$ cat src/rtl/bin_to_bcd_seq.sv
// Sequential shift-and-add-3 binary-to-BCD converter, one input bit per clock.
// Optional macro BCD_LEADING_BLANK_EN replaces leading zero digits with 4'hF on output.
module bin_to_bcd_seq #(
  parameter int WIDTH  = 16,
  parameter int DIGITS = 5,
  parameter bit SIGNED = 1'b1
) (
  input  logic                  clock,
  input  logic                  reset,
  input  logic                  start,
  input  logic [WIDTH-1:0]      value,
  output logic [4*DIGITS-1:0]   bcd,
  output logic                  neg,
  output logic                  busy,
  output logic                  done
);

  localparam int CW = $clog2(WIDTH + 1);

  typedef enum logic [1:0] {IDLE, SHIFT, DONE} state_t;

  state_t              state_q;
  logic [4*DIGITS-1:0] scratch_q;
  logic [WIDTH-1:0]    mag_q;
  logic [CW-1:0]       count_q;
  logic                negR_q;
  logic                nonZero_q;
  logic [4*DIGITS-1:0] bcd_q;
  logic                neg_q;
  logic                busy_q;
  logic                done_q;

  logic                negIn_d;
  logic [WIDTH-1:0]    magIn_d;
  logic [4*DIGITS-1:0] adjusted_d;
  logic [4*DIGITS-1:0] blanked_d;

  // Two's-complement negate stays WIDTH bits; -2^(WIDTH-1) maps onto itself as the unsigned magnitude.
  always_comb begin
    negIn_d = SIGNED && value[WIDTH-1];
    magIn_d = negIn_d ? (~value + 1'b1) : value;
  end

  always_comb begin
    adjusted_d = scratch_q;
    for (int i = 0; i < DIGITS; i++) begin
      if (scratch_q[4*i +: 4] >= 4'd5)
        adjusted_d[4*i +: 4] = scratch_q[4*i +: 4] + 4'd3;
    end
  end

  always_comb begin
`ifdef BCD_LEADING_BLANK_EN
    logic leading;
    leading   = 1'b1;
    blanked_d = scratch_q;
    for (int i = DIGITS - 1; i >= 1; i--) begin
      if (leading && (scratch_q[4*i +: 4] == 4'd0))
        blanked_d[4*i +: 4] = 4'hF;
      else
        leading = 1'b0;
    end
`else
    blanked_d = scratch_q;
`endif
  end

  always_ff @(posedge clock) begin
    if (reset) begin
      state_q   <= IDLE;
      scratch_q <= '0;
      mag_q     <= '0;
      count_q   <= '0;
      negR_q    <= 1'b0;
      nonZero_q <= 1'b0;
      bcd_q     <= '0;
      neg_q     <= 1'b0;
      busy_q    <= 1'b0;
      done_q    <= 1'b0;
    end else begin
      case (state_q)
        IDLE: begin
          done_q <= 1'b0;
          if (start) begin
            mag_q     <= magIn_d;
            negR_q    <= negIn_d;
            nonZero_q <= |value;
            scratch_q <= '0;
            count_q   <= '0;
            busy_q    <= 1'b1;
            state_q   <= SHIFT;
          end
        end
        SHIFT: begin
          scratch_q <= {adjusted_d[4*DIGITS-2:0], mag_q[WIDTH-1]};
          mag_q     <= mag_q << 1;
          count_q   <= count_q + 1'b1;
          if (count_q == CW'(WIDTH - 1))
            state_q <= DONE;
        end
        DONE: begin
          bcd_q   <= blanked_d;
          neg_q   <= negR_q && nonZero_q;
          done_q  <= 1'b1;
          busy_q  <= 1'b0;
          state_q <= IDLE;
        end
        default: state_q <= IDLE;
      endcase
    end
  end

  assign bcd  = bcd_q;
  assign neg  = neg_q;
  assign busy = busy_q;
  assign done = done_q;

endmodule

$ cat config.mk
export PLATFORM = sky130hd
export DESIGN_NAME = bin_to_bcd_seq
export DESIGN_NICKNAME = d
export VERILOG_FILES = /design/src/rtl/bin_to_bcd_seq.sv
export SDC_FILE = /design/constraint.sdc
export NUM_CORES = 1
export LEC_CHECK = 0
export CAP_MARGIN = 20
export CORE_ASPECT_RATIO = 2
export CORE_MARGIN = 2
export CORE_UTILIZATION = 49
export CTS_CLUSTER_DIAMETER = 50
export CTS_CLUSTER_SIZE = 30
export DETAILED_ROUTE_END_ITERATION = 8
export PLACE_DENSITY_LB_ADDON = 0.08
export SLEW_MARGIN = 0
export SYNTH_ARGS = -nofsm -noshare
export SYNTH_HDL_FRONTEND = slang
export SYNTH_SLANG_ARGS = --single-unit
$ cat constraint.sdc
create_clock -name clock -period 1.7 [get_ports clock]
set_input_delay 0.17 -clock clock [delete_from_list [all_inputs] [get_ports clock]]
set_output_delay 0.17 -clock clock [all_outputs]
set_load 0.005 [all_outputs]
Word-level counts from Yosys, hierarchy flattened
Index checks and enable logic that the tools add are counted.
{"block": "totals", "inputBits": 19, "mem_bits_ro": 0, "regBits": 68, "mem_count": 0, "latchBits": 0, "elab_cells": 55, "ramBits": 0}
{"block": "classes", "mul": 0, "bitwise": 1, "n_eq_ne": 5, "order_cmp": 5, "n_addsub": 7, "reduce_logical": 9, "shifts": 0, "mux": 18, "div": 0}
{"cell": "$pmux W20 S2", "count": 1}
{"cell": "$mux W16", "count": 2}
{"cell": "$pmux W16 S2", "count": 1}
{"cell": "$ge A4 B3 Y1 const B", "count": 5}
{"cell": "$mux W20", "count": 1}
{"cell": "$add A16 B1 Y16 const B", "count": 1}
{"cell": "$add A4 B2 Y4 const B", "count": 4}
{"cell": "$mux W4", "count": 4}
{"cell": "$not A16 Y16", "count": 1}
{"cell": "$reduce_or A16 Y1", "count": 1}
{"cell": "$pmux W5 S2", "count": 1}
{"cell": "$reduce_and A2 Y1", "count": 4}
{"cell": "$add A5 B1 Y5 const B", "count": 1}
{"cell": "$eq A5 B4 Y1 const B", "count": 1}
{"cell": "$mux W5", "count": 1}
{"cell": "$mux W2", "count": 2}
{"cell": "$ne A2 B2 Y1 const B", "count": 2}
{"cell": "$pmux W1 S2", "count": 2}
{"cell": "$pmux W2 S2", "count": 1}
{"cell": "$reduce_bool A2 Y1", "count": 2}
{"cell": "$add A3 B2 Y3 const B", "count": 1}
{"cell": "$mux W3", "count": 1}
{"cell": "$eq A2 B1 Y1 const B", "count": 1}
{"cell": "$eq A2 B2 Y1 const B", "count": 1}
{"cell": "other kinds (3)", "count": 3}

Depth between registers and ports, before layout
Gate-level depths: netlist of run 1.
{"block": "depth", "word_depth": 5, "depth_mapped": 7, "mapped_depth_nobuf": 7}

Least setup slack after synthesis of run 1
Ideal clock, no wire load.
{"block": "synth_timing", "kind": "input -> register", "from": "input value[0]", "to": "register nonZero_q", "setup_time_ns": 0.132, "slack_ns": -0.074, "arrival_ns": 1.642, "path_buffers": 0, "required_ns": 1.568, "stages": 7, "path_cell_list": "inv_1 ha_1 or3b_1 or3_4 or4_1 nor2_1 nor3_1"}
{"block": "synth_between", "elab_chain_len": 1}
{"element": "from (decl)", "line": "11", "source": "input logic [WIDTH-1:0] value,"}
{"element": "$reduce_or A16 Y1", "line": "87", "source": "nonZero_q <= |value;"}
{"element": "to (signal assigned)", "line": "87"}
{"element": "to (decl)", "line": "27", "source": "logic nonZero_q;"}
Every way passes these cells.
A chain may end at the register's enable or synchronous reset.

Final worst setup path of run 1
{"block": "layout_timing", "from": "input value[1]", "to": "register nonZero_q"}
The elaborated chain is that of the path after synthesis.

==> results of run 1 <==
path summary, 6_finish.rpt:
path	from	slack (ns)	depth (start not counted)	to
min reg2reg	bcd[6]	0.45	2	bcd[6]
max	value[1]	0.07	8	nonZero_q
min	value[0]	0.17	3	mag_q[0]
max reg2reg	blanked_d[12]	0.24	7	blanked_d[14]
flip-flops by register name, indices dropped and copies added, names as in the netlist:
register   cells
bcd           20
blanked_d     20
busy           1
count_q        5
done           1
mag_q         16
neg            1
negR_q         1
nonZero_q      1
state_q        2
layout make-up:
| type | instances | share of cell area (%) |
|---|---|---|
| Clock inverter | 1 | 0.7117 |
| Inverter | 14 | 1.661 |
| Multi-Input combinational cell | 279 | 40.42 |
| Sequential cell | 68 | 32.27 |
| Clock buffer | 14 | 6.495 |
| Tap cell | 86 | 2.550 |
| Timing Repair Buffer | 72 | 15.90 |
cells in the final DEF, fill, tap and decap left out, types with 5 or more instances in the layout:
cell / n
xnor2_1: 11
ha_1: 12
o22ai_1: 8
inv_1: 12
a22oi_1: 16
o21ai_0: 15
xor2_1: 11
buf_4: 27
clkdlybuf4s50_1: 28
nand3_1: 9
a21oi_1: 41
nand2_1: 60
clkbuf_16: 9
nand2b_1: 7
nor3_1: 9
nor2_1: 31
dlygate4sd2_1: 5
dfxtp_1: 68
synthesized netlist by cell type (2+ instances only):
cell	count	share of area (%)
a22oi_1	16	3.8
a221oi_1	3	0.83
or4_1	2	0.47
xor2_1	11	3.0
mux2i_1	2	0.63
a21oi_1	42	6.6
nand2_1	60	7.1
buf_1	4	0.47
nor3_1	9	1.4
o21ai_0	15	2.4
inv_1	14	1.7
dfxtp_1	68	43
or4_4	2	0.71
a21o_1	3	0.71
nor2b_1	2	0.39
and2_1	2	0.39
clkbuf_1	21	2.5
nor2_1	34	4.0
or3_4	2	0.71
and3_1	2	0.39
nand2b_1	7	1.4
o31ai_1	3	0.71
o22ai_1	8	1.6
ha_1	13	5.1
nand3_1	9	1.4
o211ai_1	3	0.71
a32oi_1	3	0.83
a31oi_1	3	0.59
xnor2_1	11	3.0
cells by family (layout without fill, tap and decap cells):
family,Yosys count,count (layout),synth area share (%)
simple gates,137,137,19.76
compound gates,104,104,20.36
flops,68,68,42.92
buf+inv,40,101,4.773
xor+xnor,22,22,6.075
fa+ha+maj,13,13,5.128
mux,3,3,0.9862
layer usage:
| metal | wire length, um | part of all wire (%) | vias to the layer above |
|---|---|---|---|
| li1 | - | - | 1454 |
| met1 | 2617 | 38 | 1336 |
| met2 | 3950 | 57 | 60 |
| met3 | 246 | 3.6 | 8 |
| met4 | 102 | 1.5 | 0 |
| met5 | 0 | 0 | - |
timing repair:
item,4_1_cts,5_1_grt
endpoints found under the setup margin,10,3
pin swaps,12,7
buffers inserted,0,1
gates resized for setup,27,8
gates cloned,0,0
worst max-delay path, delay by kind of cell:
family / cells / cell delay, ns
simple gates: 5 / 1.35
fa+ha+maj: 1 / 0.11
buf+inv: 2 / 0.19
power by group:
part	switching (mW)	internal (mW)	total, mW
clock	0.613	1.25	1.86
combinational	0.203	0.174	0.378
sequential	0.0256	1.64	1.67
metrics by stage:
| step | TNS (ns) | worst slack (ns) | util [%] | std cells |
|---|---|---|---|---|
| global route | 0 | 0.02666 | 66.87 | 534 |
| floorplan | -0.06753 | -0.03087 | - | 387 |
| detailed placement | -7.353 | -0.7726 | 61.97 | 519 |
| finish | 0 | 0.07398 | 66.87 | 534 |
| CTS | 0 | 0.006000 | 66.63 | 534 |
| global placement | -6.905 | -0.7281 | 61.97 | 519 |
==> out/metrics.cfg, run 1 <==
[flow_run]
max_cap_violations = 0

[drt]
dr.pass1.iters = 4
drtIter0Drc = 159
wire_per_inst_um = 12.96
num_vias = 2858
totalWireLength_um = 6918
vias_per_cell = 5.352
ant_nets = 0
drc = 0

[worst_setup_path]
worstPathRequired_ns = 1.90
cp_max_fo = 4
critPathKind = in2reg
max_stage_delay_ns = 0.42
cp.arrival_ns = 1.83
start_kind = input port
crit_path_cell_trace = buf_2, inv_6, ha_4, or3b_4, or3_4, or4_4, nor2_2, nor3_1
slowest_stage = or4_4
endpoint_kind = register

[global_route]
grt_remaining_overflow = 0
grt_pass1_vias = 2670
antenna_found_initial = 0
grt_max_degree = 69
grtUsageMet3_pct = 6.264
grt_pass1_wl_um = 11910
track_usage_pct = 21.91
use_met2_pct = 38.44
met1_usage_pct = 22.58
globalRoute.busiestLayer = met2

[die]
io_pins = 42
initial_core_util_pct = 50.27
coreArea_um2 = 6310
num_rows = 41
die-area_um2 = 7172
fp.dieW_um = 60.89
die_h_um = 117.8

[timing]
fmax_mhz = 615.0
worstMarginPinSlew_ns = 0.3438
timing.hold.ws_ns = 0.1701
fin_crit_sh_pct = 95.65
relSlewSlack_pct = 76.78
final-hold-violation-count = 0
fin_crit_ns = 1.626
rsz0062_at_grt = false
final-max-slew-violation-count = 0
setup_viol = 0
fin_skew_ns = 0.004443

[placed_design]
place.gp.congestion = 0.7926
io_buffers = 41
hpwl_um = 5032
placed_cell_area_um2 = 3910

[cts]
clk_pin_slew_worst_paths_ns = 0.05
cts_hold_buf = 0
htreeDepth = 3
cts_root_buf = clkbuf_16
cts_max_path_buffers = 2
clk_latency_ns = 0.33
cts.sinks = 68
numCtsBuffers = 9
cts_tree = yes

[final_layout]
layout.area.seq_um2 = 1361
final_cell_area_um2 = 4219
fillerInstances = 558
multi_input_area_um2 = 1705
finalNetCount = 476
diodes = 0
area_delta_synth_final_pct = 33.02
drive_above_1_share_pct = 15.40

[synthesis]
synth-edff-count = 0
async_reset_ff_share_pct = 0
synth_ff_type = dfxtp_1
syn-cell-area_um2 = 3172
syn_inst = 387
synth.avg_cell_area_um2 = 8.196
ys_ff_latch = 68
yosysSeqAreaShare_pct = 42.92
syn-num-nets = 419
yosys_warnings = 0
yosysUniqueCellTypes = 42

[min_path]
hold_class = in2reg

[outcome]
status = finished clean

[power]
leakagePower_nw = 1.563
ir_worst_vdd_mv = 0.5110
powerDensity_nw_per_um2 = 924.8
power_mw = 3.902

No activity file was read; power rests on OpenSTA's default activity.
==> run 2: changes to the inputs <==
--- a/config.mk
+++ b/config.mk
@@ -13,7 +13,9 @@
 export CTS_CLUSTER_SIZE = 30
 export DETAILED_ROUTE_END_ITERATION = 8
 export PLACE_DENSITY_LB_ADDON = 0.08
+export REMOVE_ABC_BUFFERS = 1
 export SLEW_MARGIN = 0
 export SYNTH_ARGS = -nofsm -noshare
 export SYNTH_HDL_FRONTEND = slang
 export SYNTH_SLANG_ARGS = --single-unit
+export TNS_END_PERCENT = 1
==> run 2 against run 1 <==
Critical endpoint unchanged. Flip-flop and latch count unchanged. Clock power decreased by 10%. Design area decreased by 0.86%. Global-route usage increased by 0.17 points. Sequential share of layout area increased by 0.28 points. Sequential power about the same. Total power decreased by 4.9%. Largest cell class unchanged. Worst setup slack got worse by 0.019 ns. Core utilization decreased by 0.58 points. Critical path depth decreased by 2. First-iteration DRC count decreased by 16%. Wire length increased by 3.2%.
==> out/metrics.cfg, run 2 (synthesis gave the netlist of run 1 again) <==
[outcome]
status = finished clean  ; unchanged

[die]
die_h_um = 117.8  ; unchanged
initial_core_util_pct = 50.27  ; unchanged
coreArea_um2 = 6310  ; unchanged
die-area_um2 = 7172  ; unchanged
fp.dieW_um = 60.89  ; unchanged
num_rows = 41  ; unchanged
io_pins = 42  ; unchanged

[placed_design]
place.gp.congestion = 0.7924  ; was 0.7926
placed_cell_area_um2 = 3876  ; was 3910 um2
hpwl_um = 5171  ; was 5032 um
io_buffers = 41  ; unchanged
post-place-ws_ns = -0.6829  ; was -0.7726 ns
dp_cells = 521  ; was 519

[worst_setup_path]
cp.arrival_ns = 1.85  ; was 1.83 ns
slowest_stage = or4_4  ; unchanged
worstPathRequired_ns = 1.90  ; about the same
cp_max_fo = 2  ; was 4
start_kind = input port  ; unchanged
crit_path_cell_trace = clkdlybuf4s50_1, or4_4, or2_4, or4_1, nor2_1, nor3_1  ; was buf_2, inv_6, ha_4, or3b_4, or3_4, or4_4, nor2_2, nor3_1
crit_family = simple AND/OR/NAND/NOR gates  ; unchanged
critPathKind = in2reg  ; unchanged
max_stage_delay_ns = 0.43  ; was 0.42 ns
critPathBufInv = 1  ; was 2
endpoint_kind = register  ; unchanged

[drt]
dr.pass1.iters = 4  ; unchanged
wire_per_inst_um = 13.24  ; was 12.96 um
drtIter0Drc = 134  ; was 159
totalWireLength_um = 7137  ; was 6918 um
drc = 0  ; unchanged
ant_nets = 0  ; unchanged
num_vias = 2918  ; was 2858
vias_per_cell = 5.414  ; was 5.352

[timing]
fin_skew_ns = 0.006605  ; was 0.004443 ns
final-max-slew-violation-count = 0  ; unchanged
fin_ws_ns = 0.05504  ; was 0.07398 ns
fmax_mhz = 607.9  ; was 615.0 MHz
fin_crit_ns = 1.645  ; was 1.626 ns
worstMarginPinSlew_ns = 0.4079  ; was 0.3438 ns
final-hold-violation-count = 0  ; unchanged
relSlewSlack_pct = 72.75  ; was 76.78%
rsz0062_at_grt = false  ; unchanged
timing.hold.ws_ns = 0.2230  ; was 0.1701 ns
fin_crit_sh_pct = 96.76  ; was 95.65%
setup_tns_ns = 0  ; unchanged
setup_viol = 0  ; unchanged

[cts]
clk_pin_slew_worst_paths_ns = 0.05  ; about the same
cts_max_path_buffers = 2  ; unchanged
cts_tree = yes  ; unchanged
htreeDepth = 3  ; unchanged
cts_root_buf = clkbuf_16  ; unchanged
numCtsBuffers = 9  ; unchanged
cts_hold_buf = 0  ; unchanged
clk_latency_ns = 0.32  ; was 0.33 ns
cts.sinks = 68  ; unchanged

[flow_run]
max_cap_violations = 0  ; unchanged

[global_route]
grt_max_degree = 27  ; was 69
track_usage_pct = 22.08  ; was 21.91%
antenna_found_initial = 0  ; unchanged
grt_pass1_vias = 2758  ; was 2670
grt_remaining_overflow = 0  ; unchanged
grt_pass1_wl_um = 12140  ; was 11910 um

[power]
leakagePower_nw = 1.553  ; was 1.563 nW
ir_worst_vdd_mv = 0.6387  ; was 0.5110 mV
powerDensity_nw_per_um2 = 886.8  ; was 924.8 nW/um2

[final_layout]
fin_cells = 539  ; was 534
area_delta_synth_final_pct = 31.87  ; was 33.02%
final_cell_mix = 68 x dfxtp_1, 60 x nand2_1, 42 x a21oi_1, 32 x nor2_1, 31 x buf_4  ; was 68 x dfxtp_1, 60 x nand2_1, 41 x a21oi_1, 31 x nor2_1, 28 x clkdlybuf4s50_1
diodes = 0  ; unchanged
drive_above_1_share_pct = 15.67  ; was 15.40%
layout_commonest_cell = dfxtp_1  ; unchanged
final_cell_area_um2 = 4183  ; was 4219 um2
finalNetCount = 481  ; was 476

[min_path]
hold_class = in2reg  ; unchanged

run 2: power by group:
part	switching (mW)	internal, mW
clock network	0.618	1.05
registers	0.0265	1.64
logic	0.203	0.170
run 2: area by class of cell:
cell class | count | area [um2]
Tap cell | 86 | 107.6
Inverter | 14 | 52.55
Clock inverter | 2 | 10.01
Timing Repair Buffer | 77 | 689.4
Sequential cell | 68 | 1361
Multi-Input combinational cell | 279 | 1702
Fill cell | 560 | 2127
Clock buffer | 13 | 260.3
run 2: worst paths after layout:
kind                   end  slack (ns)     startpoint  cells after the start
max              nonZero_q        0.06       value[9]                      6
max reg2reg  blanked_d[14]        0.19  blanked_d[12]                      7
min reg2reg         bcd[7]        0.45         bcd[7]                      2
min           blanked_d[1]        0.22          reset                      2
run 2: worst reg2reg max path, stage by stage, from the launching register on:
cell	delay [ns]
dfxtp_1	0.45
inv_1	0.07
ha_1	0.24
nand2b_1	0.08
a21oi_1	0.11
and2_1	0.18
o21ai_0	0.17
a21oi_1	0.09
run 2: timing repair:
item	CTS	global route
gates resized for setup	32	5
setup endpoints to repair	8	3
setup buffers	3	0
endpoints found under the hold margin	0	0
pin swaps	15	1
run 2: through the flow:
stage / total power, mW / utilization, %
2_1_floorplan: 1.846 / -
3_3_place_gp: 2.061 / 61.43
3_5_place_dp: 2.069 / 61.43
4_1_cts: 3.753 / 66.45
5_1_grt: 3.869 / 66.29
6_report: 3.709 / 66.29
run 2: metal layers:
layer,vias up,part of all wire (%),track usage [%]
li1,1463,-,-
met2,54,55,39.31
met3,15,2.7,4.725
met5,-,0,0
met4,0,2.5,11.55
met1,1386,39,22.43
==> run 3: changes to the inputs <==
--- a/config.mk
+++ b/config.mk
@@ -7,7 +7,7 @@
 export LEC_CHECK = 0
 export CAP_MARGIN = 20
 export CORE_ASPECT_RATIO = 2
-export CORE_MARGIN = 2
+export CORE_MARGIN = 4
 export CORE_UTILIZATION = 49
 export CTS_CLUSTER_DIAMETER = 50
 export CTS_CLUSTER_SIZE = 30
==> run 3 against run 2 <==
Combinational power fell by 2%. Non-clock buffer count shrank 1. Flip-flop and latch count did not move. Sequential share of layout area up 0.14 points. Sequential power about the same. Highest routed layer unchanged. Die area is 10% higher. Critical path depth up 2. Clock skew is 0.0036 ns lower. Final cell count is the same. Clock power increased by 3%. Global-route usage is 1.9 points lower. Hold slack improved by 0.024 ns.
==> out/metrics.cfg, run 3 (synthesis gave the netlist of run 1 again) <==
[power]
ir_worst_vdd_mv = 0.4877  ; was 0.6387 mV
p_int_mw = 2.909  ; was 2.861 mW
power_mw = 3.750  ; was 3.709 mW
switching_share_pct = 22.45  ; was 22.87%
powerDensity_nw_per_um2 = 900.4  ; was 886.8 nW/um2
seqPwrFrac_pct = 44.4  ; was 44.9%
p_clk_share_pct = 45.9  ; was 45.0%
leakagePower_nw = 1.560  ; was 1.553 nW
pwr-share-comb_pct = 9.7  ; was 10.1%
power_switching_uw = 841.8  ; was 848.3 uW

[drt]
dr.pass1.iters = 4  ; unchanged
drtIter0Drc = 205  ; was 134
ant_nets = 0  ; unchanged
num_vias = 2865  ; was 2918
wire_per_inst_um = 13.07  ; was 13.24 um
totalWireLength_um = 7044  ; was 7137 um
drc = 0  ; unchanged
vias_per_cell = 5.315  ; was 5.414

[final_layout]
drive_above_1_share_pct = 15.89  ; was 15.67%
layout_commonest_cell = dfxtp_1  ; unchanged
fin_cells = 539  ; unchanged
diodes = 0  ; unchanged
finalNetCount = 480  ; was 481
area_delta_synth_final_pct = 31.32  ; was 31.87%
final_cell_mix = 68 x dfxtp_1, 60 x nand2_1, 42 x a21oi_1, 34 x buf_4, 31 x nor2_1  ; was 68 x dfxtp_1, 60 x nand2_1, 42 x a21oi_1, 32 x nor2_1, 31 x buf_4

[cts]
cts.sinks = 68  ; unchanged
htreeDepth = 3  ; unchanged
cts_max_path_buffers = 2  ; unchanged
numCtsBuffers = 9  ; unchanged
clk_pin_slew_worst_paths_ns = 0.05  ; about the same
cts_root_buf = clkbuf_16  ; unchanged
clk_latency_ns = 0.33  ; was 0.32 ns
cts_tree = yes  ; unchanged

[die]
num_rows = 41  ; unchanged
coreArea_um2 = 6310  ; unchanged
die-area_um2 = 7902  ; was 7172 um2
initial_core_util_pct = 50.27  ; unchanged
io_pins = 42  ; unchanged
fp.dieW_um = 64.89  ; was 60.89 um
die_h_um = 121.8  ; was 117.8 um

[global_route]
grt_max_degree = 31  ; was 27
track_usage_pct = 20.17  ; was 22.08%
grt_pass1_vias = 2885  ; was 2758
antenna_found_initial = 0  ; unchanged
grt_pass1_wl_um = 12440  ; was 12140 um
grt_remaining_overflow = 0  ; unchanged

[timing]
final-hold-violation-count = 0  ; unchanged
relSlewSlack_pct = 76.13  ; was 72.75%
final-max-slew-violation-count = 0  ; unchanged
setup_tns_ns = 0  ; unchanged
rsz0062_at_grt = false  ; unchanged
setup_viol = 0  ; unchanged
fin_skew_ns = 0.003031  ; was 0.006605 ns
fin_crit_sh_pct = 96.28  ; was 96.76%
worstMarginPinSlew_ns = 0.3535  ; was 0.4079 ns
fin_crit_ns = 1.637  ; was 1.645 ns
fmax_mhz = 611.0  ; was 607.9 MHz

[outcome]
status = finished clean  ; unchanged

[flow_run]
max_cap_violations = 0  ; unchanged

[worst_setup_path]
start_kind = input port  ; unchanged
cp.arrival_ns = 1.84  ; was 1.85 ns
cp_max_fo = 4  ; was 2
worstPathRequired_ns = 1.90  ; about the same
critPathKind = in2reg  ; unchanged
endpoint_kind = register  ; unchanged

[min_path]
hold_class = in2reg  ; unchanged

[placed_design]
hpwl_um = 5218  ; was 5171 um
dp_cells = 521  ; unchanged
place.gp.congestion = 0.7939  ; was 0.7924
io_buffers = 41  ; unchanged

run 3: cell types whose count changed in the layout (fill, tap and decap cells not counted), sizes merged:
cell / before / now
dlymetal6s2s: 0 / 2
buf: 39 / 40
clkbuf: 16 / 15
clkdlybuf4s50: 29 / 28
clkinv: 2 / 1
run 3: path summary, 6_finish.rpt:
kind	from	endpoint	depth (start not counted)	slack [ns]
min reg2reg	bcd[14]	bcd[14]	2	0.45
max	value[1]	nonZero_q	8	0.06
min	value[0]	mag_q[0]	4	0.25
max reg2reg	blanked_d[13]	blanked_d[14]	7	0.17
run 3: area by class of cell:
| cell class | instances | area, um2 |
|---|---|---|
| timing repair buffer | 76 | 659.4 |
| fill | 611 | 2145 |
| clock buffer | 15 | 277.8 |
| clock inverter | 1 | 5.005 |
| tap | 86 | 107.6 |
| inverter | 14 | 52.55 |
| sequential | 68 | 1361 |
| multi-input combinational | 279 | 1702 |
run 3: metal layers:
layer	part of all wire, %	track usage [%]
met1	39	20.14
met2	55	37.59
met3	3.4	4.336
met4	2.6	10.86
met5	0	0
run 3: stage by stage:
stage / hold slack, ns / util, % / cell area, um2 / setup WS, ns
final: 0.2472 / 66.01 / 4165 / 0.06328
after global placement: 0.4415 / 61.04 / 3851 / -0.6417
after global routing: 0.2739 / 66.01 / 4165 / 0.01458
after floorplan: 0.2391 / - / 3073 / -1.185
after detailed placement: 0.4457 / 61.04 / 3851 / -0.6975
after CTS: 0.2298 / 65.75 / 4149 / 0.007813
run 3: timing repair:
action / 4_1_cts / 5_1_grt
endpoints found under the setup margin: 9 / 2
pin swaps: 12 / 3
resized for setup: 32 / 5
hold buffers: 0 / 0
setup buffers: 2 / 0
run 3: power groups by stage:
stage          clock, mW  sequential, mW  combinational [mW]
3_5_place_dp           0            1.70               0.365
3_3_place_gp           0            1.70               0.359
2_1_floorplan          0            1.69               0.156
5_1_grt             1.82            1.67               0.404
6_report            1.72            1.67               0.364
4_1_cts             1.76            1.66               0.364
run 3: worst max-delay path, stage by stage:
cell	delay, ns
buf_2	0.12
inv_2	0.06
ha_4	0.13
or3b_4	0.39
or3_4	0.40
or4_4	0.42
nor2_2	0.09
nor3_1	0.05
